[config.mk]
export PLATFORM = sky130hd
export DESIGN_NAME = boot_loader
export DESIGN_NICKNAME = d
export VERILOG_FILES = /design/src/rtl/boot_loader.sv
export SDC_FILE = /design/constraint.sdc
export NUM_CORES = 1
export LEC_CHECK = 0
export BUFFER_PORTS_ARGS = -buffer_cell sky130_fd_sc_hd__buf_4
export CORE_MARGIN = 2
export CORE_UTILIZATION = 30
export CTS_CLUSTER_SIZE = 24
export DETAILED_ROUTE_END_ITERATION = 6
export PLACE_DENSITY = 0.54
export SLEW_MARGIN = 20
export SYNTH_ARGS = -nofsm -noshare
export SYNTH_HDL_FRONTEND = slang
export SYNTH_SLANG_ARGS = --single-unit
export TNS_END_PERCENT = 50
[constraint.sdc]
create_clock -name i_clk -period 8 [get_ports i_clk]
set_clock_uncertainty 0.05 [all_clocks]
set_input_delay 1.6 -clock i_clk [delete_from_list [all_inputs] [get_ports i_clk]]
set_output_delay 1.6 -clock i_clk [all_outputs]
set_load 0.05 [all_outputs]
[src/rtl/boot_loader.sv]
// rtl/boot_loader.sv - stream-driven preload engine for imem, dmem and register file
// Holds the core in reset until an END record is accepted.
module boot_loader #(
    parameter int ADDR_W     = 30,
    parameter bit PROTECT_R0 = 1'b1
) (
    input  logic              i_clk,
    input  logic              i_reset,
    input  logic              i_in_valid,
    input  logic [31:0]       i_in_data,
    output logic              o_in_ready,
    output logic              o_imem_we,
    output logic [ADDR_W-1:0] o_imem_addr,
    output logic [31:0]       o_imem_wdata,
    output logic              o_dmem_we,
    output logic [ADDR_W-1:0] o_dmem_addr,
    output logic [31:0]       o_dmem_wdata,
    output logic              o_rf_we,
    output logic [4:0]        o_rf_waddr,
    output logic [31:0]       o_rf_wdata,
    output logic              o_core_reset,
    output logic              o_error
);

    typedef enum logic [2:0] {
        S_HEADER,
        S_ADDR,
        S_DATA,
        S_DONE,
        S_ERROR
    } state_t;

    localparam logic [1:0] T_IMEM = 2'b00;
    localparam logic [1:0] T_DMEM = 2'b01;
    localparam logic [1:0] T_RF   = 2'b10;
    localparam logic [1:0] T_END  = 2'b11;

    state_t            r_state, w_next_state;
    logic [1:0]        r_target, w_target;
    logic [13:0]       r_count, w_count;
    logic [ADDR_W-1:0] r_mptr, w_mptr;
    // bit 5 marks a register pointer that has run past r31
    logic [5:0]        r_rptr, w_rptr;
    logic              w_accept;
    logic              w_imem_we, w_dmem_we, w_rf_we;

    always_comb begin
        w_next_state = r_state;
        w_target     = r_target;
        w_count      = r_count;
        w_mptr       = r_mptr;
        w_rptr       = r_rptr;
        w_imem_we    = 1'b0;
        w_dmem_we    = 1'b0;
        w_rf_we      = 1'b0;
        w_accept     = i_in_valid && o_in_ready;
        case (r_state)
            S_HEADER: begin
                if (w_accept) begin
                    w_target = i_in_data[31:30];
                    w_count  = i_in_data[29:16];
                    if (i_in_data[31:30] == T_END) begin
                        w_next_state = S_DONE;
                    end else if (|i_in_data[15:0]) begin
                        w_next_state = S_ERROR;
                    end else begin
                        w_next_state = S_ADDR;
                    end
                end
            end
            S_ADDR: begin
                if (w_accept) begin
                    if (r_target != T_RF && |i_in_data[1:0]) begin
                        w_next_state = S_ERROR;
                    end else begin
                        w_mptr       = i_in_data[ADDR_W+1:2];
                        w_rptr       = {1'b0, i_in_data[4:0]};
                        w_next_state = (r_count == 14'd0) ? S_HEADER : S_DATA;
                    end
                end
            end
            S_DATA: begin
                if (w_accept) begin
                    if (r_target == T_RF && r_rptr[5]) begin
                        w_next_state = S_ERROR;
                    end else begin
                        case (r_target)
                            T_IMEM:  w_imem_we = 1'b1;
                            T_DMEM:  w_dmem_we = 1'b1;
                            default: w_rf_we   = !(PROTECT_R0 && r_rptr[4:0] == 5'd0);
                        endcase
                        w_mptr  = r_mptr + ADDR_W'(1);
                        w_rptr  = r_rptr + 6'd1;
                        w_count = r_count - 14'd1;
                        if (r_count == 14'd1) begin
                            w_next_state = S_HEADER;
                        end
                    end
                end
            end
            default: w_next_state = r_state;
        endcase
    end

    always_ff @(posedge i_clk or posedge i_reset) begin
        if (i_reset) begin
            r_state      <= S_HEADER;
            r_target     <= 2'b00;
            r_count      <= 14'd0;
            r_mptr       <= '0;
            r_rptr       <= 6'd0;
            o_in_ready   <= 1'b1;
            o_imem_we    <= 1'b0;
            o_imem_addr  <= '0;
            o_imem_wdata <= 32'd0;
            o_dmem_we    <= 1'b0;
            o_dmem_addr  <= '0;
            o_dmem_wdata <= 32'd0;
            o_rf_we      <= 1'b0;
            o_rf_waddr   <= 5'd0;
            o_rf_wdata   <= 32'd0;
            o_core_reset <= 1'b1;
            o_error      <= 1'b0;
        end else begin
            r_state      <= w_next_state;
            r_target     <= w_target;
            r_count      <= w_count;
            r_mptr       <= w_mptr;
            r_rptr       <= w_rptr;
            o_in_ready   <= (w_next_state == S_HEADER) || (w_next_state == S_ADDR) ||
                            (w_next_state == S_DATA);
            o_core_reset <= (w_next_state != S_DONE);
            o_error      <= (w_next_state == S_ERROR);
            o_imem_we    <= w_imem_we;
            o_dmem_we    <= w_dmem_we;
            o_rf_we      <= w_rf_we;
            if (w_imem_we) begin
                o_imem_addr  <= r_mptr;
                o_imem_wdata <= i_in_data;
            end
            if (w_dmem_we) begin
                o_dmem_addr  <= r_mptr;
                o_dmem_wdata <= i_in_data;
            end
            if (w_rf_we) begin
                o_rf_waddr <= r_rptr[4:0];
                o_rf_wdata <= i_in_data;
            end
        end
    end

endmodule

* Yosys cells after proc, flatten, opt, wreduce, memory -nomap -nowiden
Index checks and enable logic that the tools add are counted. W data, S select, Z words.
Operators by class: order comparisons 0, equality and inequality tests 16, reductions and logical operators 19, div/mod/pow operators 0, add/sub/neg operators 3, shift-type cells 0, muxes and demuxes 36, bitwise logic cells 0, multiply operators 0
Operators by type and width (number):
- $mux W30 | 4
- $pmux W30 S2 | 1
- $mux W14 | 3
- $add A30 B1 Y30 const B | 1
- $pmux W14 S2 | 1
- $mux W3 | 8
- $mux W6 | 4
- $reduce_or A16 Y1 | 1
- $eq A14 B1 Y1 const B | 1
- $logic_not A14 Y1 | 1
- $sub A14 B1 Y14 const B | 1
- $mux W1 | 12
- $ne A2 B2 Y1 const B | 6
- $pmux W6 S2 | 1
- $pmux W3 S3 | 1
- $add A6 B1 Y6 const B | 1
- $eq A3 B1 Y1 const B | 2
- $eq A3 B2 Y1 const B | 2
- $logic_not A3 Y1 | 2
- $logic_not A5 Y1 | 1
- $reduce_and A5 Y1 | 1
- $eq A2 B2 Y1 const B | 2
- $reduce_and A4 Y1 | 1
- $reduce_bool A2 Y1 | 2
- 10 further kinds | 14
Word-level totals: output and inout port bits 167, bits in latches 0, memories kept 0, word-level logic and storage cells 91, bits of input ports 35, memory bits (writable) 0, bits in read-only memories 0, register bits 222

* Longest topological paths before layout
depth in word-level cells 8, mapped depth 8, depth with buffers taken out 7

* Worst setup path before layout
No wires, ideal clock.
kind input -> register, start point in i_in_valid, end point reg o_rf_wdata[10], path slack 4.931 ns, library setup time 0.125 ns, required time 7.825 ns, arrival time 2.894 ns, cell stages on the path 5, path buffers 2, cell sequence nand2_1 -> nor4_1 -> buf_2 -> buf_2 -> mux2_2
Between the ends: word-level cells in the longest chain between the ends 3
RTL lines:
- start: declaration | line 9 | input logic i_in_valid,
- $logic_and A1 B1 Y1 | line 56 | w_accept = i_in_valid && o_in_ready;
- $mux W1 | line 83 | if (w_accept) begin
- $mux W1 | line 57 | case (r_state)
- end signal: assignment | line 147 | o_rf_wdata <= i_in_data;
- end: declaration | line 20 | output logic [31:0] o_rf_wdata,
Every way passes these cells. A chain may end at the register's enable or synchronous reset.

* Worst setup path in the final report
start point in i_in_valid, end point reg o_imem_wdata[27]
Between the ends: word-level cells in the longest chain between the ends 3
RTL lines:
- $logic_and A1 B1 Y1 | line 56
- $mux W1 | line 83
- $mux W1 | line 57
- end signal: assignment | line 139 | o_imem_wdata <= i_in_data;
- end: declaration | line 14 | output logic [31:0] o_imem_wdata,
Every way passes these cells.

==> impl_results.md <==
* Synth Warn # at 0
* Synthesized area per cell at 12.38 um^2
* Hold path cells at 1
* Worst-Margin Slew at 1.037 ns
* Seq/Total Area, Yosys at 57.72%
* Vias in the first global route at 6,892
* Hold slack at 0.4355 ns
* Final Setup Violations at 0
* Leading area contributor after synthesis: dfrtp_1
* Share of flip-flops with an asynchronous set or reset at 100.0%
* Worst R2R Start: r_state[0]
* Hold_buf cts at 0
* Post-CTS Setup Bufs at 0
* Die area at 33,550 um^2
* Grt ovf at 0
* CTS Buf Count at 26
* Fraction of layout instances using a drive strength above 1 at 43.49%
* Cells along the critical path: buf_4 -> nand2_1 -> nor4_4 -> buf_4 -> mux2_2
* Type of origin of the critical path: input pin
* First-pass GRT wire length at 41,160 um
* CP top delay family: simple AND/OR/NAND/NOR gates
* R2R Path End: o_imem_wdata[27]
* # clock sinks at 222
* Reg clk slew, reported paths at about 0.06 ns
* Post-detail-place hpwl at between 15,000 and 20,000 um
* Post-route ant nets at 0
* Worst rel slew slack at 30.85%
* CP max stage cell: nor4_4
* Skew-Pair Late Insertion Delay at 0.53 ns
* Min Tclk post-route at 3.560 ns
* CP Max Fanout at 49
* Placer congestion estimate at 0.8049
* Post-synthesis mux area share at 19.27%
* CP bufs+invs at 2
* Via Count at 7,086
* Crit path DAT at 3.92 ns
* Ant diodes at 0
* Worst Slack Setup Final at 4.440 ns
* Largest family of logic cells by synthesized area: multiplexers
* Met1 Wirelength at 12,450 um
* Setup TNS at 0 ns
* Post-synthesis adder-cell area fraction at 0.7796%
* Yosys cell types at 65
* Post-synth EDFFs at 0
* Metal3 WL at between 1500 and 2000 um
* Ranking of synthesized cells by area: dfrtp_1, mux2_2, a21oi_1
* FF-to-FF path depth at 5
* Drt via density at 5.087
* Area growth, synth to finish at 29.96%
* Internal reg-to-reg setup slack at 4.85 ns
* # DRC at 0
* Die W at 183.2 um
* Initial Util at 30.52%
* DRT iter0 DRCs at 357
* Status: finished, final reports clean
* Critical path class: input pin to flop
* Fin. Hold Viols at 0
* Largest net degree at the start of global routing at 181
* Htree depth at 1
* Type of the worst min-delay path: flop to flop
* Share of the synthesized area in the top cell type at a little under three fifths
* Worst Path Required at around 8.4 ns
* CP most frequent cell: buf_4
* CP max stage delay at 0.83 ns
* Chip height at 183.2 um
* WHS Endpoint: o_rf_wdata[1]
* Bufs on Longest Clock Path at 3
* Hold_sp: o_rf_wdata[1]
* Pre-CTS WS at a little under 4 ns
* RSZ-0062 raised after global routing: false
* Ports at around 200
* Post-CTS sizing at 0
* Mapped Cells at 778
* Buffers on Ports at 201
* Max_cap viols at 0
* Final core utilization at 39.66%
* Nets at 1,013
* Top_reg_cell synth: dfrtp_1
* Met2 wire len at between 10,000 and 15,000 um
* CP Capture Type: flop
* Pre-antenna DRT Iters at 5
* Routed len/inst at 18.91 um
* #FFs+latches synth at 222
* Max Slew Vio Count at 0
* Simple-gate share of the synthesized area at 8.875%
* CTS Root Cell: clkbuf_16
* Highest routed layer: met4
* Synthesized cell area at 9629 um^2
* CORE AREA at between 30,000 and 40,000 um^2
* Complex-gate fraction of the synthesized area at 10.73%
* Xor and xnor fraction of the mapped netlist area at 0%
* GRT Util Overall at about 16%
* Routed WL at ~26,000 um
* Initial antenna violation count at 0
* Num rows at 65
* Syn Nets at 819
* CTS tree: done
* Fmax at 280.9 MHz
* Post-route clock period utilization at 44.50%
## sequential cells by signal, indices dropped and copies added (netlist names)
| register | flops |
|---|---|
| o_dmem_wdata | 32 |
| o_imem_wdata | 32 |
| o_rf_wdata | 32 |
| o_dmem_addr | 30 |
| o_imem_addr | 30 |
| r_mptr | 30 |
| r_count | 14 |
| r_rptr | 6 |
| o_rf_waddr | 5 |
| r_state | 3 |
| r_target | 2 |
| o_core_reset | 1 |
| o_dmem_we | 1 |
| o_error | 1 |
| o_imem_we | 1 |
| o_in_ready | 1 |
| o_rf_we | 1 |
## final cells by class
type / count / area (um^2)
fillers: 3041 / 19040
flip-flops and latches: 222 / 5558
multi-input cells: 497 / 3845
repair buffers: 211 / 1597
clock buffers: 33 / 748.2
well taps: 402 / 503.0
clock inverters: 14 / 203.9
inverters: 14 / 60.06
## cells in the final DEF (no fill, tap or decap), drive strengths merged, types with 9 or more instances in the layout
master / instances
nand2: 46
a21oi: 58
o21ai: 36
nor3: 12
and3: 10
nand3: 16
buf: 211
inv: 14
dfrtp: 220
o22ai: 12
clkbuf: 33
mux2: 163
nand4: 9
nor2: 31
## logic make-up after synthesis
family | Yosys count
flip-flops | 222
AO/OA/AOI/OAI | 165
multiplexers | 165
AND/OR/NAND/NOR | 161
buffers and inverters | 59
adder cells (fa/ha/maj) | 6
## how the worst max path moves through the flow
stage,from,to,slack [ns],cells past startpoint
final,i_in_valid,o_imem_wdata[27],4.44,5
after global routing,i_in_valid,o_imem_wdata[27],4.28,5
after CTS,i_in_valid,o_imem_addr[19],4.41,5
after detailed placement,i_in_valid,o_imem_addr[19],3.85,5
after global placement,i_in_valid,o_imem_addr[23],3.92,5
after floorplan,i_reset,o_dmem_addr[0],0.28,1
## stage by stage
| step | instances | cell area (um^2) |
|---|---|---|
| after global routing | 1393 | 12510 |
| after detailed placement | 1346 | 11560 |
| final | 1393 | 12510 |
| after CTS | 1393 | 12510 |
| after floorplan | 778 | 9629 |
| after global placement | 1346 | 11560 |
## cell usage after synthesis (3+ instances only)
| library cell | instances |
|---|---|
| dfrtp_1 | 220 |
| mux2_2 | 157 |
| a21oi_1 | 58 |
| nand2_1 | 46 |
| o21ai_0 | 32 |
| nor2_1 | 31 |
| buf_2 | 25 |
| clkbuf_1 | 16 |
| nand3_1 | 16 |
| inv_1 | 13 |
| nor3_1 | 12 |
| o22ai_1 | 12 |
| and3_1 | 10 |
| nand4_1 | 9 |
| a31oi_1 | 8 |
| ha_1 | 6 |
| mux2_1 | 6 |
| nor4_1 | 6 |
| o22a_1 | 6 |
| and4_1 | 5 |
| a32oi_1 | 4 |
| buf_1 | 4 |
| o211ai_1 | 4 |
| o21ai_1 | 4 |
| o2bb2ai_1 | 4 |
| or3_1 | 4 |
| a21boi_0 | 3 |
| a22o_1 | 3 |
| and2_1 | 3 |
| nand3b_1 | 3 |
| o21a_1 | 3 |
## worst reg2reg max path, cell delays in order (launching register included)
cell     delay, ns
dfrtp_1       0.51
nor2_1        0.29
nand2_1       0.15
nor4_4        0.85
buf_4         0.71
mux2_2        0.47
## metal layers
metal | GRT usage [%] | vias to the layer above
met5 | 0 | -
met1 | 22.44 | 3592
met4 | 3.200 | 0
met3 | 3.753 | 31
met2 | 23.67 | 202
li1 | - | 3261
Power is not shown: default switching activity piles up to over one toggle a cycle in this logic, so the estimate is an artifact.
